<file path="src/rtl/lane_change_queue.sv">
// Purpose: records every change of a sampled lane vector as {mask, value, stamp} into an in-order FIFO.
// Latency: a change captured at an edge is visible on out_* the following cycle; there is no bypass path.
// Backpressure: out_valid/out_ready drain. When full with no pop, a record is dropped (sticky overflow,
//   saturating drop_count). If LANE_CHANGE_QUEUE_COALESCE_EN is defined, it is merged into the tail instead.
module lane_change_queue #(
  parameter int N     = 12,
  parameter int DEPTH = 4
) (
  input  logic                     clk,
  input  logic                     rst_n,
  input  logic [N-1:0]             in_vec,
  output logic                     out_valid,
  input  logic                     out_ready,
  output logic [N-1:0]             out_mask,
  output logic [N-1:0]             out_val,
  output logic [15:0]              out_stamp,
  output logic [$clog2(DEPTH):0]   count,
  output logic                     overflow,
  output logic [7:0]               drop_count
);

  localparam int AW = $clog2(DEPTH);
  localparam logic [AW:0] FULL_CNT = (AW+1)'(DEPTH);

  logic [N-1:0]  r_prev;
  logic [15:0]   r_stamp;
  logic [AW:0]   r_wr;
  logic [AW:0]   r_rd;
  logic          r_overflow;
  logic [7:0]    r_drop_cnt;
  logic [N-1:0]  r_mask_mem  [DEPTH];
  logic [N-1:0]  r_val_mem   [DEPTH];
  logic [15:0]   r_stamp_mem [DEPTH];

  logic [N-1:0]  w_chg;
  logic          w_push;
  logic [AW:0]   w_count;
  logic          w_full;
  logic          w_empty;
  logic          w_pop;
  logic          w_wr_en;
  logic          w_drop;
  logic          w_merge;
  logic [AW-1:0] w_tail;
  logic [AW-1:0] w_head;

  assign w_chg   = in_vec ^ r_prev;
  assign w_push  = |w_chg;
  assign w_count = r_wr - r_rd;
  assign w_full  = (w_count == FULL_CNT);
  assign w_empty = (w_count == '0);
  assign w_pop   = ~w_empty & out_ready;
  // A pop on a full queue frees the slot the new record lands in, so it is a plain push.
  assign w_wr_en = w_push & (~w_full | w_pop);
  assign w_tail  = r_wr[AW-1:0] - AW'(1);
  assign w_head  = r_rd[AW-1:0];

`ifdef LANE_CHANGE_QUEUE_COALESCE_EN
  // Full, no room: fold the change into the newest record rather than losing it.
  assign w_drop  = 1'b0;
  assign w_merge = w_push & w_full & ~w_pop;
`else
  assign w_drop  = w_push & w_full & ~w_pop;
  assign w_merge = 1'b0;
`endif

  // Sample history, timestamp, queue pointers and drop bookkeeping.
  always_ff @(posedge clk or negedge rst_n) begin
    if (!rst_n) begin
      r_prev     <= '0;
      r_stamp    <= '0;
      r_wr       <= '0;
      r_rd       <= '0;
      r_overflow <= 1'b0;
      r_drop_cnt <= '0;
    end else begin
      r_prev  <= in_vec;
      r_stamp <= r_stamp + 16'd1;
      if (w_wr_en) r_wr <= r_wr + (AW+1)'(1);
      if (w_pop)   r_rd <= r_rd + (AW+1)'(1);
      if (w_drop) begin
        r_overflow <= 1'b1;
        if (r_drop_cnt != 8'hFF) r_drop_cnt <= r_drop_cnt + 8'd1;
      end
    end
  end

  // Record storage; stale contents are masked at the output, so no reset is needed.
  always_ff @(posedge clk) begin
    if (w_wr_en) begin
      r_mask_mem[r_wr[AW-1:0]]  <= w_chg;
      r_val_mem[r_wr[AW-1:0]]   <= in_vec;
      r_stamp_mem[r_wr[AW-1:0]] <= r_stamp;
    end else if (w_merge) begin
      r_mask_mem[w_tail] <= r_mask_mem[w_tail] | w_chg;
      r_val_mem[w_tail]  <= in_vec;
    end
  end

  // Head presentation: zero whenever nothing is queued.
  always_comb begin
    out_valid = ~w_empty;
    out_mask  = '0;
    out_val   = '0;
    out_stamp = '0;
    if (~w_empty) begin
      out_mask  = r_mask_mem[w_head];
      out_val   = r_val_mem[w_head];
      out_stamp = r_stamp_mem[w_head];
    end
  end

  assign count      = w_count;
  assign overflow   = r_overflow;
  assign drop_count = r_drop_cnt;

endmodule
</file>
<file path="config.mk">
export PLATFORM = sky130hd
export DESIGN_NAME = lane_change_queue
export DESIGN_NICKNAME = d
export VERILOG_FILES = /design/src/rtl/lane_change_queue.sv
export SDC_FILE = /design/constraint.sdc
export NUM_CORES = 1
export LEC_CHECK = 0
export ABC_CLOCK_PERIOD_IN_PS = 4400
export BUFFER_PORTS_ARGS = -buffer_cell sky130_fd_sc_hd__buf_2
export CAP_MARGIN = 20
export CORE_MARGIN = 8
export CORE_UTILIZATION = 31
export CTS_CLUSTER_SIZE = 28
export DETAILED_ROUTE_END_ITERATION = 10
export REMOVE_ABC_BUFFERS = 1
export SYNTH_ARGS = -nofsm -noshare
export SYNTH_HDL_FRONTEND = slang
export SYNTH_SLANG_ARGS = --single-unit
</file>
<file path="constraint.sdc">
create_clock -name clk -period 4.4 [get_ports clk]
set_clock_uncertainty 0.1 [all_clocks]
set_input_delay 0.88 -clock clk [delete_from_list [all_inputs] [get_ports clk]]
set_output_delay 0.88 -clock clk [all_outputs]
set_load 0.02 [all_outputs]
</file>
==> summary.txt <==
Run status
  • Status: finished, final reports clean

Clocking
  • Hold buffers post-CTS: 0
  • Post-CTS Setup Bufs: 0
  • CTS tree: done
  • Post-CTS Resized: 0
  • Clock-pin slew on the worst setup and hold paths: approximately 60 ps
  • Inserted Clock Buffers: 21
  • H-tree levels: 1
  • Root buffer selected by CTS: clkbuf_16
  • Max Root-Sink Buffers: 3
  • Clock insertion delay at the later pin of the skew report: slightly below 500 ps
  • CTS sink cnt: just over 200

Timing
  • Hold Fails Final Rpt: 0
  • Crit path time final: about 3700 ps
  • Finish-stage setup viols: 0
  • Slew margin rel.: 0.437
  • Final WS setup: ~680 ps
  • Worst slew pin tran: 845 ps
  • Period utilization: 0.846
  • RSZ-0062 raised after global routing: no
  • FMAX: roughly 270 MHz
  • Slew Limit Fails: 0

Synthesis
  • Commonest cells in the netlist: edfxtp_1 (160), and2_1 (43), dfrtp_1 (43)
  • Avg Cell Area, Syn: between 15 and 20 um^2
  • Yosys top cell by area: edfxtp_1
  • Sequential element share of the synthesized area: 0.738
  • Yosys warning count: 0
  • Synth unique cells: 32
  • Syn Inst Count: roughly 410
  • Count leader, synth: edfxtp_1
  • Main synth FF type: edfxtp_1
  • Area contributors post-synth: edfxtp_1 (60%), dfrtp_1 (14%), mux4_2 (11%)
  • Seq cells post-synth: between 200 and 250
  • Yosys top cell area share: 0.603
  • Post-synth EDFFs: 160
  • Post-Synthesis Cell Area: ~0.008 mm^2
  • Ys async rst share: 0.212

Layout
  • Reg area: between 0.005 and 0.006 mm^2
  • Layout Nets: between 500 and 600
  • Area grow syn2layout: 18.1%
  • Area of the multi-input gates: 0.00201 mm^2
  • Share of layout cells above drive strength 1: 0.321
  • Fill count: 2291
  • Inserted Diodes: 0

Routing
  • Wire length per cell: 18.4 um
  • Via-to-Cell Ratio: approximately 4.5
  • Drt first pass iters: 4
  • DRC viols: 0
  • DRT Wirelength: between 15 and 20 mm
  • Vias: roughly 3.8k
  • DRT iter0 DRCs: 239
  • Antenna Nets Post-Route: 0

Die
  • I/O pins: 68
  • Initial core utilization: 0.316
  • Die footprint: just over 0.03 mm^2
  • Core area: ~0.025 mm^2
  • Die width: approximately 180 um
  • Die height: about 180 um
  • Row count: 58

Critical path
  • Crit Path Max Fanout: 35
  • Critical path required time: 3420 ps
  • Crit Path Class: register to output port
  • CP max stage delay: about 380 ps
  • Data arrival time of the worst path: ~2700 ps
  • Slowest cell on crit path: dfrtp_1
  • Crit-path cells: inv_1, ha_1, fa_1, xnor3_2, nand3_1, buf_12, and2_1, buf_2
  • Setup crit end kind: output port
  • Startpoint types: register

Global routing
  • Gr ovfl total: 0
  • Total GRT Usage: 0.100
  • First-pass GRT wire length: approximately 24 mm
  • Largest net degree at the start of global routing: 43
  • Antenna violations before repair: 0
  • Number of global-route vias before repair: ~4.2k

Place
  • PortBufs: 67
  • Placed wire-length estimate: 9.24 mm
  • Pre-CTS setup slack: 928 ps
  • Routability cong.: between 0.6 and 0.7

Job
  • Max-capacitance violation count: 0

Min path
  • Tightest Hold Check Type: input pin to asynchronous set/reset pin
## critical path: cells and delay by family, from the launching register on
| kind | cells | cell delay (ps) |
|---|---|---|
| simple gates | 2 | 440 |
| fa+ha+maj | 2 | 590 |
| flops | 1 | 380 |
| buf+inv | 3 | 540 |
| xor+xnor | 1 | 280 |
## per-layer routing
metal  part of all wire  routed length, um  track usage  up-vias
met5                  0                  0            0        -
met4              0.018                278       0.0283        0
met3              0.048                732       0.0203       25
met2               0.52               7940        0.182       76
met1               0.42               6390        0.119     1920
li1                   -                  -            -     1737
## cell type report
class,instances,share of cell area
multi-input combinational,182,0.213
inverter,6,0.00239
timing repair buffer,74,0.0452
clock inverter,13,0.0125
sequential,203,0.625
clock buffer,24,0.0571
tap,330,0.0439
## logic make-up (layout without fill, tap and decap cells)
group / after synthesis / count (layout) / synth area share
buffers and inverters: 20 / 117 / 0.0101
DFF: 203 / 203 / 0.738
adders and majority gates: 9 / 9 / 0.0151
and+or+nand+nor: 89 / 89 / 0.0724
muxes: 42 / 42 / 0.116
xor gates and xnor gates: 37 / 37 / 0.0426
AOI/OAI and AO/OA: 5 / 5 / 0.00518
## registers in the layout (all words and copies together) (netlist names)
name / flops
r_stamp_mem: 64
r_mask_mem: 48
r_val_mem: 48
r_stamp: 16
r_prev: 12
drop_count: 8
r_rd: 3
r_wr: 3
overflow: 1
## final timing paths
kind / from / to / slack [ps] / cells after the start
min reg2reg: overflow / overflow / 360 / 1
max in group asynchronous: rst_n / r_rd[0] / 3150 / 2
min: rst_n / drop_count[2] / 270 / 1
min in group clk: overflow / overflow / 360 / 1
max reg2reg: r_wr[0] / r_mask_mem[1][6] / 1260 / 8
max: r_wr[0] / out_stamp[15] / 680 / 8
## stage by stage
step	TNS [ps]	utilization	area (um^2)	cells	hold WS [ps]
final	0	0.374	9410	832	272
after global routing	0	0.374	9410	832	301
after CTS	0	0.373	9390	831	286
after detailed placement	0	0.347	8730	794	350
after global placement	0	0.347	8730	794	347
after floorplan	-39560	-	7910	391	347
## layout by cell type, fill, tap and decap left out, types with 4 or more instances in the layout
master | Yosys | routed
edfxtp_1 | 160 | 160
buf_2 | 4 | 67
dfrtp_1 | 43 | 41
mux4_2 | 40 | 40
and2_1 | 43 | 40
clkbuf_16 | 0 | 21
xnor2_1 | 19 | 19
xor2_1 | 17 | 17
nand4_1 | 9 | 9
and3_1 | 9 | 9
nand2_1 | 8 | 8
ha_1 | 8 | 8
nand3_1 | 7 | 7
inv_1 | 6 | 6
clkinv_1 | 0 | 5
buf_4 | 0 | 4
Power is left out: the tool's default activity adds up to more than one toggle a clock period on the data nets, which glitch-free logic cannot reach.
